## config.mk

```make
export PLATFORM = sky130hd
export DESIGN_NAME = morse_tx
export DESIGN_NICKNAME = d
export VERILOG_FILES = /design/src/rtl/morse_tx.sv
export SDC_FILE = /design/constraint.sdc
export NUM_CORES = 1
export LEC_CHECK = 0
export CORE_ASPECT_RATIO = 1.2
export CORE_MARGIN = 2
export CORE_UTILIZATION = 50
export CTS_CLUSTER_SIZE = 28
export DETAILED_ROUTE_END_ITERATION = 6
export HOLD_SLACK_MARGIN = 0.08
export PLACE_DENSITY_LB_ADDON = 0.3
export SYNTH_ARGS = -nofsm -noshare
export SYNTH_HDL_FRONTEND = slang
export SYNTH_SLANG_ARGS = --single-unit
```

## constraint.sdc

```tcl
create_clock -name clk -period 2.8 [get_ports clk]
set_clock_uncertainty 0.05 [all_clocks]
set_input_delay 0.56 -clock clk [delete_from_list [all_inputs] [get_ports clk]]
set_output_delay 0.56 -clock clk [all_outputs]
set_load 0.01 [all_outputs]
```

## src/rtl/morse_tx.sv

```systemverilog
// -----------------------------------------------------------------------------
// morse_tx -- Morse keyer.
//
// Accepts one encoded character per valid/ready handshake and produces the
// timed on/off key waveform: dot = 1 unit, dash = 3 units, element gap =
// 1 unit, letter gap = 3 units, word gap = 7 units. One unit is UNIT_CYCLES
// clock cycles.
//
// Ports:
//   clk        in   1        system clock, rising edge
//   reset      in   1        asynchronous reset, active-low
//   sym_valid  in   1        character pattern offered
//   sym_ready  out  1        block can accept (high only while idle)
//   sym_len    in   3        element count; values above MAX_LEN clamp
//   sym_bits   in   MAX_LEN  element code, bit0 first; 1 = dash, 0 = dot
//   word_end   in   1        trailing gap is 7 units instead of 3
//   abort      in   1        (MORSE_TX_ABORT_EN only) drop the current character
//   key        out  1        keyed output, 1 = tone/LED on
//   busy       out  1        character in progress
//   done       out  1        pulse on the final cycle of the trailing gap
//
// Build option: define MORSE_TX_ABORT_EN to add the abort input.
// -----------------------------------------------------------------------------
module morse_tx #(
  parameter int UNIT_CYCLES = 10,
  parameter int CNT_W       = 8,
  parameter int MAX_LEN     = 5
) (
  input  logic               clk,
  input  logic               reset,
  input  logic               sym_valid,
  output logic               sym_ready,
  input  logic [2:0]         sym_len,
  input  logic [MAX_LEN-1:0] sym_bits,
  input  logic               word_end,
`ifdef MORSE_TX_ABORT_EN
  input  logic               abort,
`endif
  output logic               key,
  output logic               busy,
  output logic               done
);

  typedef enum logic [1:0] {
    IDLE  = 2'd0,
    MARK  = 2'd1,
    SPACE = 2'd2,
    GAP   = 2'd3
  } state_t;

  state_t             state, state_d;
  logic [CNT_W-1:0]   pres, pres_d;
  logic [2:0]         unit, unit_d;
  logic [2:0]         elem, elem_d;
  logic [MAX_LEN-1:0] bits, bits_d;
  logic               wend, wend_d;
  logic               unit_tick;
  logic               abort_req;
  logic               done_d;

  function automatic logic [2:0] clamp_len(input logic [2:0] l);
    return (l > 3'(MAX_LEN)) ? 3'(MAX_LEN) : l;
  endfunction

  function automatic logic [2:0] mark_units(input logic is_dash);
    return is_dash ? 3'd3 : 3'd1;
  endfunction

  function automatic logic [2:0] gap_units(input logic is_word);
    return is_word ? 3'd7 : 3'd3;
  endfunction

`ifdef MORSE_TX_ABORT_EN
  assign abort_req = abort;
`else
  assign abort_req = 1'b0;
`endif

  assign sym_ready = (state == IDLE);
  assign unit_tick = (pres == CNT_W'(UNIT_CYCLES - 1));

  always_comb begin
    state_d = state;
    pres_d  = pres;
    unit_d  = unit;
    elem_d  = elem;
    bits_d  = bits;
    wend_d  = wend;

    // Free-running unit timing inside a state; every state change below
    // restarts both counters so no partial unit carries over.
    if (unit_tick) begin
      pres_d = '0;
      unit_d = unit + 3'd1;
    end else begin
      pres_d = pres + 1'b1;
    end

    case (state)
      IDLE: begin
        pres_d = '0;
        unit_d = '0;
        // An abort in the same cycle suppresses the accept.
        if (sym_valid && !abort_req) begin
          bits_d  = sym_bits;
          wend_d  = word_end;
          elem_d  = clamp_len(sym_len);
          state_d = (clamp_len(sym_len) != 3'd0) ? MARK : GAP;
        end
      end
      MARK: begin
        if (unit_tick && (unit == mark_units(bits[0]) - 3'd1)) begin
          pres_d = '0;
          unit_d = '0;
          if (elem > 3'd1) begin
            state_d = SPACE;
            elem_d  = elem - 3'd1;
            bits_d  = bits >> 1;
          end else begin
            // Last element goes straight to the trailing gap; the
            // inter-element space is not part of it.
            state_d = GAP;
            elem_d  = '0;
          end
        end
      end
      SPACE: begin
        if (unit_tick) begin
          pres_d  = '0;
          unit_d  = '0;
          state_d = MARK;
        end
      end
      GAP: begin
        if (unit_tick && (unit == gap_units(wend) - 3'd1)) begin
          pres_d  = '0;
          unit_d  = '0;
          state_d = IDLE;
        end
      end
      default: begin
        state_d = IDLE;
        pres_d  = '0;
        unit_d  = '0;
      end
    endcase

    if (abort_req && (state != IDLE)) begin
      state_d = IDLE;
      pres_d  = '0;
      unit_d  = '0;
      elem_d  = '0;
    end
  end

  // done is registered: raise it when the next cycle is the last cycle of GAP.
  assign done_d = (state_d == GAP) &&
                  (pres_d == CNT_W'(UNIT_CYCLES - 1)) &&
                  (unit_d == gap_units(wend_d) - 3'd1);

  // ---- control / output register stage ----
  always_ff @(posedge clk or negedge reset) begin
    if (!reset) begin
      state <= IDLE;
      pres  <= '0;
      unit  <= '0;
      elem  <= '0;
      key   <= 1'b0;
      busy  <= 1'b0;
      done  <= 1'b0;
    end else begin
      state <= state_d;
      pres  <= pres_d;
      unit  <= unit_d;
      elem  <= elem_d;
      key   <= (state_d == MARK);
      busy  <= (state_d != IDLE);
      done  <= done_d;
    end
  end

  // ---- latched character data ----
  always_ff @(posedge clk) begin
    bits <= bits_d;
    wend <= wend_d;
  end

endmodule

```

==> results of run 1 <==
-- Yosys cell counts, drive strengths merged, types with 2 or more instances --
| master | instances |
|---|---|
| dfrtp | 19 |
| nand2 | 10 |
| inv | 9 |
| nor2 | 9 |
| a21oi | 8 |
| ha | 7 |
| nor3 | 6 |
| edfxtp | 5 |
| mux2 | 5 |
| nand3 | 5 |
| nor4 | 4 |
| or3 | 4 |
| nand2b | 3 |
| xnor2 | 3 |
| and3 | 2 |
| buf | 2 |
| clkbuf | 2 |
| mux2i | 2 |
| nand3b | 2 |
| nor2b | 2 |
| o2111ai | 2 |
| o21a | 2 |
| o21ba | 2 |
| o221ai | 2 |
| o31a | 2 |
| or2 | 2 |
| xor2 | 2 |
-- stage by stage --
step	utilization	hold slack, ns
final	0.593	0.516
after global routing	0.593	0.526
after CTS	0.593	0.513
after detailed placement	0.583	0.481
after global placement	0.583	0.472
after floorplan	-	0.214
-- power groups by stage --
stage	sequential, mW	combinational, mW	clock [mW]
after global routing	0.700	0.861	0.187
final	0.674	0.756	0.166
after global placement	0.673	0.739	0
after detailed placement	0.680	0.762	0
after floorplan	0.606	0.659	0
after CTS	0.673	0.765	0.171
-- flip-flops by register name (all words and copies together) (netlist names) --
register,cells
done,1
unit,3
elem,3
busy,1
bits,5
state,2
pres,8
key,1
wend,1
-- metal layers --
layer | share of wire | wire length (um) | vias up
met5 | 0 | 0 | -
met4 | 0.021 | 61 | 0
met3 | 0.030 | 87 | 5
met2 | 0.53 | 1560 | 18
met1 | 0.42 | 1220 | 545
li1 | - | - | 546
-- worst paths after layout --
path,from,to,slack [ns],cells past startpoint
worst min-delay path,pres[0],pres[0],0.52,1
worst max register to register,pres[0],done,0.33,9
worst max-delay path,pres[0],done,0.33,9
max in group asynchronous,reset,unit[2],1.52,1
min in group asynchronous,reset,elem[0],0.64,1
worst min register to register,pres[0],pres[0],0.52,1
-- cell type report --
type                       instances  area share
timing repair buffer              15      0.0901
inverter                           9      0.0203
clock buffer                       3      0.0135
multi-input combinational        103       0.460
tap                               34      0.0255
sequential                        25       0.387
clock inverter                     1     0.00300
-- critical path, cell delays in order, from the launching register on --
cell	delay (ns)
sky130_fd_sc_hd__dfrtp_1	0.47
sky130_fd_sc_hd__ha_1	0.20
sky130_fd_sc_hd__and4bb_1	0.23
sky130_fd_sc_hd__nand2_1	0.16
sky130_fd_sc_hd__ha_1	0.23
sky130_fd_sc_hd__nand2b_1	0.10
sky130_fd_sc_hd__o2111ai_1	0.11
sky130_fd_sc_hd__nor4_1	0.33
sky130_fd_sc_hd__o2111ai_1	0.20
sky130_fd_sc_hd__nor4_2	0.29
-- logic make-up (layout without fill, tap and decap cells) --
logic type / Yosys count / count (layout) / share of synthesized area
AO/OA/AOI/OAI: 29 / 29 / 0.156
XOR/XNOR: 5 / 5 / 0.0297
adder cells (fa/ha/maj): 7 / 7 / 0.0593
buffers and inverters: 13 / 28 / 0.0432
flip-flops: 25 / 25 / 0.437
multiplexers: 7 / 7 / 0.0517
AND/OR/NAND/NOR: 55 / 55 / 0.223
==> results.txt, run 1 <==
- Leaving out fill and tap cells, the most frequent cell in the layout is sky130_fd_sc_hd__dfrtp_1.
- Each instance of the synthesized netlist takes up on average 10.5 um2.
- Class of the tightest hold or removal check: reg -> reg
- Setup repair after global routing left no endpoint under its margin.
* Static Leak: about 0.66 nW
* Unique cell type count in the Yosys netlist: 53
* CTS Hold Buffers Added: 0
- Overall power of the completed layout: 1.60 mW
- The wire-length estimate of the detail-placed layout is between 2 and 2.5 mm.
- Kind of critical path: reg -> reg
* Crit-path max FO: 6
- The share of total power dissipated in sequential elements is 0.422.
* Area of the multi-input gates: 767 um2
- Summing every instance area after synthesis gives about 1500 um2.
* Buffers inserted during post-CTS setup optimization: 0
- Input/output buffers: 15
- After clock tree synthesis, the clock-pin slew on the worst setup and hold paths is 0.14 ns.
- Final setup margin: 0.326 ns
- Number of nets at the end of the flow: 176
- Top FF cell, synth: sky130_fd_sc_hd__dfrtp_1
* Cells resized by post-CTS repair: 0
* Type of element launching the critical path: flop
- WL final: 2.94 mm
* Largest area contributor in the netlist: sky130_fd_sc_hd__dfrtp_1
* Setup violations, final: 0
* Setup slack after placement: 0.191 ns
* Area share of the largest cell type after synthesis: 0.322
* Vias in the first global route: 1171
- Derived from the worst setup path, the maximum achievable clock frequency is 404 MHz.
- Clock buffer count from CTS: 3
* Number of top-level pins: 16
- The flow ran to the end, and the final reports show no timing, DRC or antenna violations.
* Most frequent cells in the layout: 19 x sky130_fd_sc_hd__dfrtp_1, 15 x sky130_fd_sc_hd__clkdlybuf4s50_1, 10 x sky130_fd_sc_hd__nand2_1
- TritonCTS clock tree: yes
- Residual overflow from global routing: 0
* Number of inserted filler cells in the final layout: 256
- Comb pwr share: 0.474
- Measured along the x axis, the die boundary spans 53.6 um.
- The die is about 64 um tall.
* Maximum resistive drop on vdd: 0.579 mV
* Clock share of power: 0.104
- In the post-synthesis netlist, the biggest area contributors are sky130_fd_sc_hd__dfrtp_1 32%, sky130_fd_sc_hd__edfxtp_1 10%, sky130_fd_sc_hd__ha_1 5.9%, sky130_fd_sc_hd__mux2_2 3.8%, sky130_fd_sc_hd__a21oi_1 2.7%.
- Placeable core region: 2810 um2
- Clk_lat worst skew: 0.33 ns
- Final ANT Viol Nets: 0
- Buffers from clock root to sink, at most: 2
- Yosys mapped a number of flops with a built-in enable equal to 5.
- Summed over all failing endpoints, the final setup total negative slack is 0 ns.
- In the routed design, unresolved DRC markers number 0.
* Worst relative slew slack: 0.425
- For this design the ratio of total power to cell area is 958 nW/um2.
- Internal power consumption: 919 uW
- Total count of hold-check failures in the final report: 0
- 0 antenna diodes ended up in the layout.
- The global routing stage identified its most utilized layer as met2.
- First-pass iteration count of the detailed router: 4
* Clk Tree Root Cell: sky130_fd_sc_hd__clkbuf_4
- Total die area: 3410 um2
- For the worst setup path, the data required time is 2.99 ns.
* Number of vias after detailed routing: between 1000 and 1500
- The worst path in the final design needs a cycle of 2.47 ns, including I/O delays and setup.
- For the pin with the worst max-slew slack, the measured transition is between 0.8 and 0.9 ns.
- Of the available clock period, the critical path in the final layout requires 0.884.
* Total area of sequential cells: 646 um2
- In this run the power spent charging and discharging nets is between 600 and 700 uW.
- After the flow finishes, the layout carries non-filler instances totaling 190.
* Effective utilization at floorplan: 0.525
- Ratio of cells with drive above 1 in the final layout: 0.147
- After detailed routing, the average wire length per cell comes to 15.4 um.
* Net switching fraction of the power: 0.424
- The congestion estimate from routability-driven global placement came to 0.833.
- 1st-iter DRT viols: 32
- CTS built an H-tree with a depth of 1.
- For this run, the total global-route usage over all layers was measured as 0.199.
* GR Util met3: 0.0284
* Global-route wire length before repair: 4.88 mm
- Synth async-reset ratio: 0.760
- The max-slew violation count came to 0.
- Area delta synth->final: 12.9%
- Synthesis produced a netlist with a net count of 160.
- Cell Count Post-Placement: 186
- Synthesis-stage register bit count: 25
- In the global route stage, met2 resource usage came out at 0.353.
* Vias per cell: 5.86
* Mapped Cells: 141
* Category of the worst setup path capture point: flop
* Final design area excluding fillers: 1670 um2
- After floorplanning, the core was divided into 21 placement rows.
- Pin count of the biggest net entering global routing: 20
- Sequential cell area fraction in the yosys report: 0.437
* Met1 track utilization from global routing: 0.214
* Critical path arrival: 2.66 ns
- TritonCTS sink count: 25
- Max-cap violations in this run came to 0.
* Number of antenna violations at the first check in global routing: 0
* Syn. warnings: 0
- In this run the cell area measured after placement is about 1600 um2.
(Power assumes the default switching activity.)
==> inputs of run 2 (changes only) <==
Settings changed: CORE_UTILIZATION 50 to 25, GPL_ROUTABILITY_DRIVEN set to 1.
==> run 2 against run 1 <==
Via count is 3.6% lower. Clock-buffer cell count is 1 higher. Fmax is 8.4% higher. Register-to-register slack better by 0.19 ns. First-iteration DRC count is 97% higher. Core utilization is 28 points lower. Global-route usage is 9.8 points lower. Combinational power hardly changed. Worst setup slack better by 0.19 ns. Wire length is 0.10% higher. Cell count is 25% higher. Critical path type unchanged. Highest routed layer unchanged.
==> results.txt, run 2 (synthesized netlist as in run 1, its figures left out) <==
* Run status: finished, final reports clean
- In this run, post-CTS repair resized a total of 0 instances.
- After the last flow step, the layout net total stands at 177.
- In the layout the commonest cells are 19 x sky130_fd_sc_hd__dfrtp_1, 15 x sky130_fd_sc_hd__clkdlybuf4s50_1, 10 x sky130_fd_sc_hd__nand2_1.
- Counting instances, the worst hold path has a depth of 1.
- Once layout is done, the placed cells without fillers occupy 1750 um2.
- After legalization and detailed placement, the total HPWL measured 2.26 mm.
* Total count of hold-check failures in the final report: 0
* Power dissipated by switching net loads: approximately 670 uW
- After clock tree synthesis, the flow added hold-fix buffers numbering 0.
- Input and output buffers added on the ports amount to 15.
- Pin slew with the least headroom to its limit: 0.515 ns
- Required @ worst endpoint: 2.93 ns
- Final ANT Viol Nets: 0
- Clock share of power: 0.129
* TritonCTS clock tree: yes
* Total track usage: 0.101
- Number of inserted filler cells in the final layout: between 500 and 600
- Setup repair after global routing left no endpoint under its margin.
* Maximum level of the CTS H-tree: 1
* Fraction of the cycle the final worst path needs: 0.816
* Total area of sequential cells: 646 um2
- In the final routed layout, each cell accounts on average for 12.4 um.
- Largest register FFs: 8
- The via count of the first global-routing pass is 1057.
- The final layout contains routed wiring with a total length of 2.94 mm.
- Signal routing reaches up to met4.
- Number of antenna violations at the first check in global routing: 0
- Area of the multi-input gates: between 700 and 800 um2
* Time the worst path needs with I/O delays and setup: about 2.3 ns
- Number of vias after detailed routing: 1074
- Effective utilization at floorplan: 0.260
- Clock slew seen by the registers of the worst setup and hold paths: 0.09 ns
- Critical path arrival: around 2.4 ns
- Static Leak: 0.675 nW
* N_diodes: 0
- At the end of the flow the core is filled with cells to 0.309.
- Global-route wire length before repair: a little under 5 mm
- After floorplanning, the core was divided into 30 placement rows.
- Of the total power, registers draw 0.410.
* Most flop-heavy register: pres
- Die extent in x: ~74 um
- After detailed routing, the number of remaining DRC violations is 0.
- Of the total power, the share spent switching nets is 0.410.
* Setup violations, final: 0
- Buffers from clock root to sink, at most: 2
- Placeable core region: 5670 um2
- The clock drives 25 sinks.
- Type of element launching the critical path: flop
- Residual overflow from global routing: 0
* 1st-iter DRT viols: 63
- Height of the chip: 88.2 um
- Crit-path max FO: 6
* Metal3 WL: 93 um
- The tree is rooted in a sky130_fd_sc_hd__clkbuf_8.
- Clk_lat worst skew: around 0.27 ns
- After clock tree synthesis, the setup repair step added 0 buffers.
- Category of the worst setup path capture point: flop
- CP Launch Point: pres[0]
* Ratio of cells with drive above 1 in the final layout: 0.146
- After routing, the total negative slack on setup checks comes to 0 ns.
- Most common library cell in the layout ignoring fill and taps: sky130_fd_sc_hd__dfrtp_1
* Comb pwr share: 0.460
* Worst relative slew slack: 0.657
* First-pass iteration count of the detailed router: 4
- Worst R2R Start: pres[0]
* Hold_sp: elem[2]
- Class of the tightest hold or removal check: reg -> reg
- The max-slew violation count is 0.
- Clock buffer count from CTS: 3
- Wire length on met2: 1.43 mm
* Power per cell area: 939 nW/um2
- In this run the cell area measured after placement is 1700 um2.
* Pin count of the biggest net entering global routing: 20
- Measured in cells, the most critical reg-to-reg path has a length of 8.
- Maximum resistive drop on vdd: roughly 0.23 mV
- Area delta synth->final: 18.5%
* Number of top-level pins: 16
- Kind of critical path: reg -> reg
- The die covers roughly 6500 um2.
- The internal portion of the total power is around 970 uW.
- The largest registers in the layout are pres x8, bits x5.
- The tool flagged a number of max-cap violations equal to 0.
- Highest clock rate: 438 MHz
- Met1 layer wirelength in the final routing: ~1.4 mm
- Vias per cell: around 4.5
* Final weighted congestion of routability-driven global placement: 0.738
## run 2: cell types whose count changed in the layout (fill, tap and decap cells not counted)
cell / change
sky130_fd_sc_hd__clkbuf_1: +1
sky130_fd_sc_hd__clkbuf_4: -3
sky130_fd_sc_hd__clkinv_2: -1
sky130_fd_sc_hd__buf_4: +1
sky130_fd_sc_hd__clkbuf_8: +3
## run 2: per-stage QoR
| stage | cells | total power [mW] | setup WS (ns) | hold WS (ns) |
|---|---|---|---|---|
| CTS | 237 | 1.67 | 0.494 | 0.505 |
| detailed placement | 233 | 1.45 | 0.242 | 0.486 |
| global placement | 233 | 1.46 | 0.319 | 0.479 |
| floorplan | 141 | 1.27 | 0.805 | 0.214 |
| finish | 237 | 1.64 | 0.516 | 0.507 |
| global route | 237 | 1.81 | 0.175 | 0.516 |
## run 2: cell type report
| type | count | share of cell area |
|---|---|---|
| Sequential cell | 25 | 0.369 |
| Multi-Input combinational cell | 103 | 0.438 |
| Clock buffer | 4 | 0.0258 |
| Tap cell | 80 | 0.0572 |
| Inverter | 9 | 0.0193 |
| Timing Repair Buffer | 16 | 0.0901 |
## run 2: worst paths after layout
| check | end | slack, ns |
|---|---|---|
| max | done | 0.52 |
| min | elem[2] | 0.51 |
| max reg2reg | done | 0.52 |
| min reg2reg | elem[2] | 0.51 |
| max in group asynchronous | pres[2] | 1.91 |
| min in group asynchronous | pres[7] | 0.57 |
## run 2: power by group through the flow
| stage | Sequential, mW | Clock [mW] | Combinational (mW) |
|---|---|---|---|
| floorplan | 0.606 | 0 | 0.659 |
| global placement | 0.682 | 0 | 0.774 |
| detailed placement | 0.683 | 0 | 0.764 |
| CTS | 0.676 | 0.224 | 0.770 |
| global route | 0.700 | 0.245 | 0.861 |
| finish | 0.674 | 0.213 | 0.756 |
## run 2: routing by layer
metal,global-route usage,up-vias
met5,0,-
met4,0.0347,0
met3,0.0242,5
met2,0.164,12
met1,0.129,507
li1,-,550
## run 2: critical path, cell delays in order, from the launching register on
cell	delay, ns
sky130_fd_sc_hd__dfrtp_1	0.45
sky130_fd_sc_hd__ha_1	0.20
sky130_fd_sc_hd__and4bb_1	0.24
sky130_fd_sc_hd__nand2_1	0.15
sky130_fd_sc_hd__ha_1	0.33
sky130_fd_sc_hd__o2111ai_1	0.10
sky130_fd_sc_hd__nor4_1	0.23
sky130_fd_sc_hd__o2111ai_1	0.20
sky130_fd_sc_hd__nor4_2	0.26
==> inputs of run 3 (changes only) <==
Clock period 2.8 ns to 1.9 ns, I/O delays scaled along.
==> run 3 against run 2 <==
Cell count grew 15%. Power is 83% higher. Core utilization grew 6.1 points. The flow now finishes with violations (setup timing). Sequential power increased by 29%. Via count rose by 13%. Critical path type unchanged. Hold slack got worse by 0.12 ns.
==> results.txt, run 3 (synthesized netlist as in run 1, its figures left out) <==
* Clk Tree Root Cell: sky130_fd_sc_hd__clkbuf_8
- Vias in the first global route: around 1200
- In this design, the stage delay of the slowest critical-path cell is 0.40 ns.
- Standard-cell row count: 30
* Height of the chip: 88.2 um
* Failing checks: setup timing
- In the final routed layout, each cell accounts on average for 12.5 um.
- Entering global routing, the biggest net connects 20 pins.
* Final design area excluding fillers: 2100 um2
* Largest register FFs: 8
- TritonCTS built the clock tree.
- Static Leak: ~0.87 nW
* Capturing point of the worst reg2reg path: bits[1]
- Required @ worst endpoint: 1.83 ns
- Crit-path max FO: 5
- In this run the tool buffered the top-level ports with 15 buffer cells.
* Clock buffer count from CTS: 3
- Dividing total power by cell area gives a power density of 1430 nW/um2.
* N_diodes: 0
* HPWL reported at the end of detailed placement: 2.69 mm
- The floorplan step set the die width to 74.2 um.
- The library cell used most frequently in the layout, excluding fill and tap cells, is sky130_fd_sc_hd__buf_4.
- The tightest min-delay check is of the in -> async type.
* End of the critical path: bits[1]
* Final ANT Viol Nets: 0
- Critical path arrival: 2.03 ns
* Vias per cell: 4.46
- 1st-iter DRT viols: 57
- From synthesis to final layout, the design area changed by 41.9%.
- Crit path max-delay family: simple AND/OR/NAND/NOR gates
- Max-slew violation total from the final report: 0
* Final weighted congestion of routability-driven global placement: roughly 0.81
- Clock slew seen by the registers of the worst setup and hold paths: 0.09 ns
* Fraction of the cycle the final worst path needs: 1.11
- Counting cells, the worst reg-to-reg path comes to 8.
* TritonCTS sink count: 25
* First-pass iteration count of the detailed router: 4
- Dpl cell area: 1980 um2
- Buffers from clock root to sink, at most: 2
- Number of vias after detailed routing: 1218
- Cell with the biggest individual delay on the critical path: sky130_fd_sc_hd__or3_4
- Residual overflow from global routing: 0
- The worst setup path is captured at a flop.
* Worst R2R Start: pres[1]
* WL final: 3.42 mm
* Kind of critical path: reg -> reg
- Ranked by flip-flop count, first place goes to pres.
- Placeable core region: 5670 um2
- Largest registers in the final layout: pres x8, bits x5
* Max-cap check violation count: 0
- The top cell types in the final layout, fill and taps aside, are 36 x sky130_fd_sc_hd__buf_4, 19 x sky130_fd_sc_hd__dfrtp_1, 14 x sky130_fd_sc_hd__clkdlybuf4s50_1.
- Clk_lat worst skew: 0.27 ns
- Maximum resistive drop on vdd: 0.648 mV
- CTS built an H-tree with a depth of 1.
- Setup violations remaining at the end of the flow were counted as 9.
- The critical path goes through inv_1 > ha_2 > and4bb_1 > buf_4 > buf_6 > nand3_4 > or3_4 > a21oi_4.
- The floorplan step defined a die boundary enclosing 6540 um2.
* Highest clock rate: 475 MHz
- Effective utilization at floorplan: 0.260
- At the pin with the least slew margin, the transition time is 0.397 ns.
* Number of antenna violations at the first check in global routing: 0
- Worst relative slew slack: 0.733
- Total count of hold-check failures in the final report: 0
- Ratio of cells with drive above 1 in the final layout: 0.358
- Total track usage: 0.112
- Final setup margin: -0.205 ns
* Buffers and inverters on the worst path: 3
- Number of top-level pins: 16
* Overall power of the completed layout: 3.01 mW
- Measured on the finished design, the core utilization comes to 0.370.
- The flow ran to the end, but the final reports show violations.
- The setup check on the worst reg-to-reg path leaves a slack of -0.21 ns.
* Global-route wire length before repair: between 5 and 6 mm
- Worst path depth: 8
- Setup repair after global routing could not meet its margin everywhere.
- The worst setup path is launched from a flop.
* Time the worst path needs with I/O delays and setup: 2.11 ns
* CP Launch Point: pres[1]
- DRC violation count after routing: 0
* Number of nets at the end of the flow: between 200 and 250
- Counting the fill cells in the layout gives 570.
## run 3: layout make-up
cell class / count / area, um2 / area share
Timing Repair Buffer: 52 / 430 / 0.205
Clock buffer: 3 / 41.3 / 0.0197
Multi-Input combinational cell: 103 / 840 / 0.401
Tap cell: 80 / 100 / 0.0478
Clock inverter: 1 / 5.00 / 0.00239
Inverter: 9 / 33.8 / 0.0161
Sequential cell: 25 / 646 / 0.308
## run 3: metrics by stage
step / setup TNS (ns) / hold WS (ns) / worst slack [ns] / instances
after floorplan: -0.0824 / 0.0344 / -0.0152 / 141
after global placement: -1.92 / 0.485 / -0.328 / 267
after detailed placement: -2.26 / 0.489 / -0.395 / 267
after CTS: -0.770 / 0.398 / -0.249 / 270
after global routing: -2.25 / 0.398 / -0.302 / 273
final: -1.37 / 0.388 / -0.205 / 273
## run 3: worst min-delay path by stage
stage	end	slack (ns)	depth (start not counted)
after detailed placement	elem[2]	0.49	1
after floorplan	busy	0.03	0
after global routing	unit[2]	0.40	2
final	elem[1]	0.39	2
after global placement	elem[2]	0.48	1
after CTS	unit[2]	0.40	2
## run 3: repair_timing
action	in CTS	in global routing
pin swaps	3	7
endpoints found under the setup margin	11	12
setup buffers	0	3
hold buffers	0	0
resized for setup	7	5
## run 3: worst reg2reg max path, stage by stage (launching register included)
cell	delay (ns)
sky130_fd_sc_hd__dfrtp_1	0.39
sky130_fd_sc_hd__inv_1	0.06
sky130_fd_sc_hd__ha_2	0.17
sky130_fd_sc_hd__and4bb_1	0.23
sky130_fd_sc_hd__buf_4	0.12
sky130_fd_sc_hd__buf_6	0.09
sky130_fd_sc_hd__nand3_4	0.07
sky130_fd_sc_hd__or3_4	0.40
sky130_fd_sc_hd__a21oi_4	0.23
## run 3: routing by layer
| layer | global-route usage | routed length, um | vias to the layer above |
|---|---|---|---|
| met5 | 0 | 0 | - |
| met4 | 0.0198 | 14 | 0 |
| met3 | 0.0276 | 149 | 3 |
| met2 | 0.208 | 1750 | 20 |
| met1 | 0.129 | 1510 | 574 |
| li1 | - | - | 621 |
## run 3: power by group
group          internal, mW  switching, mW  leakage [nW]
Sequential            0.743          0.124         0.290
Combinational         0.940          0.876         0.553
Clock                 0.147          0.176        0.0255
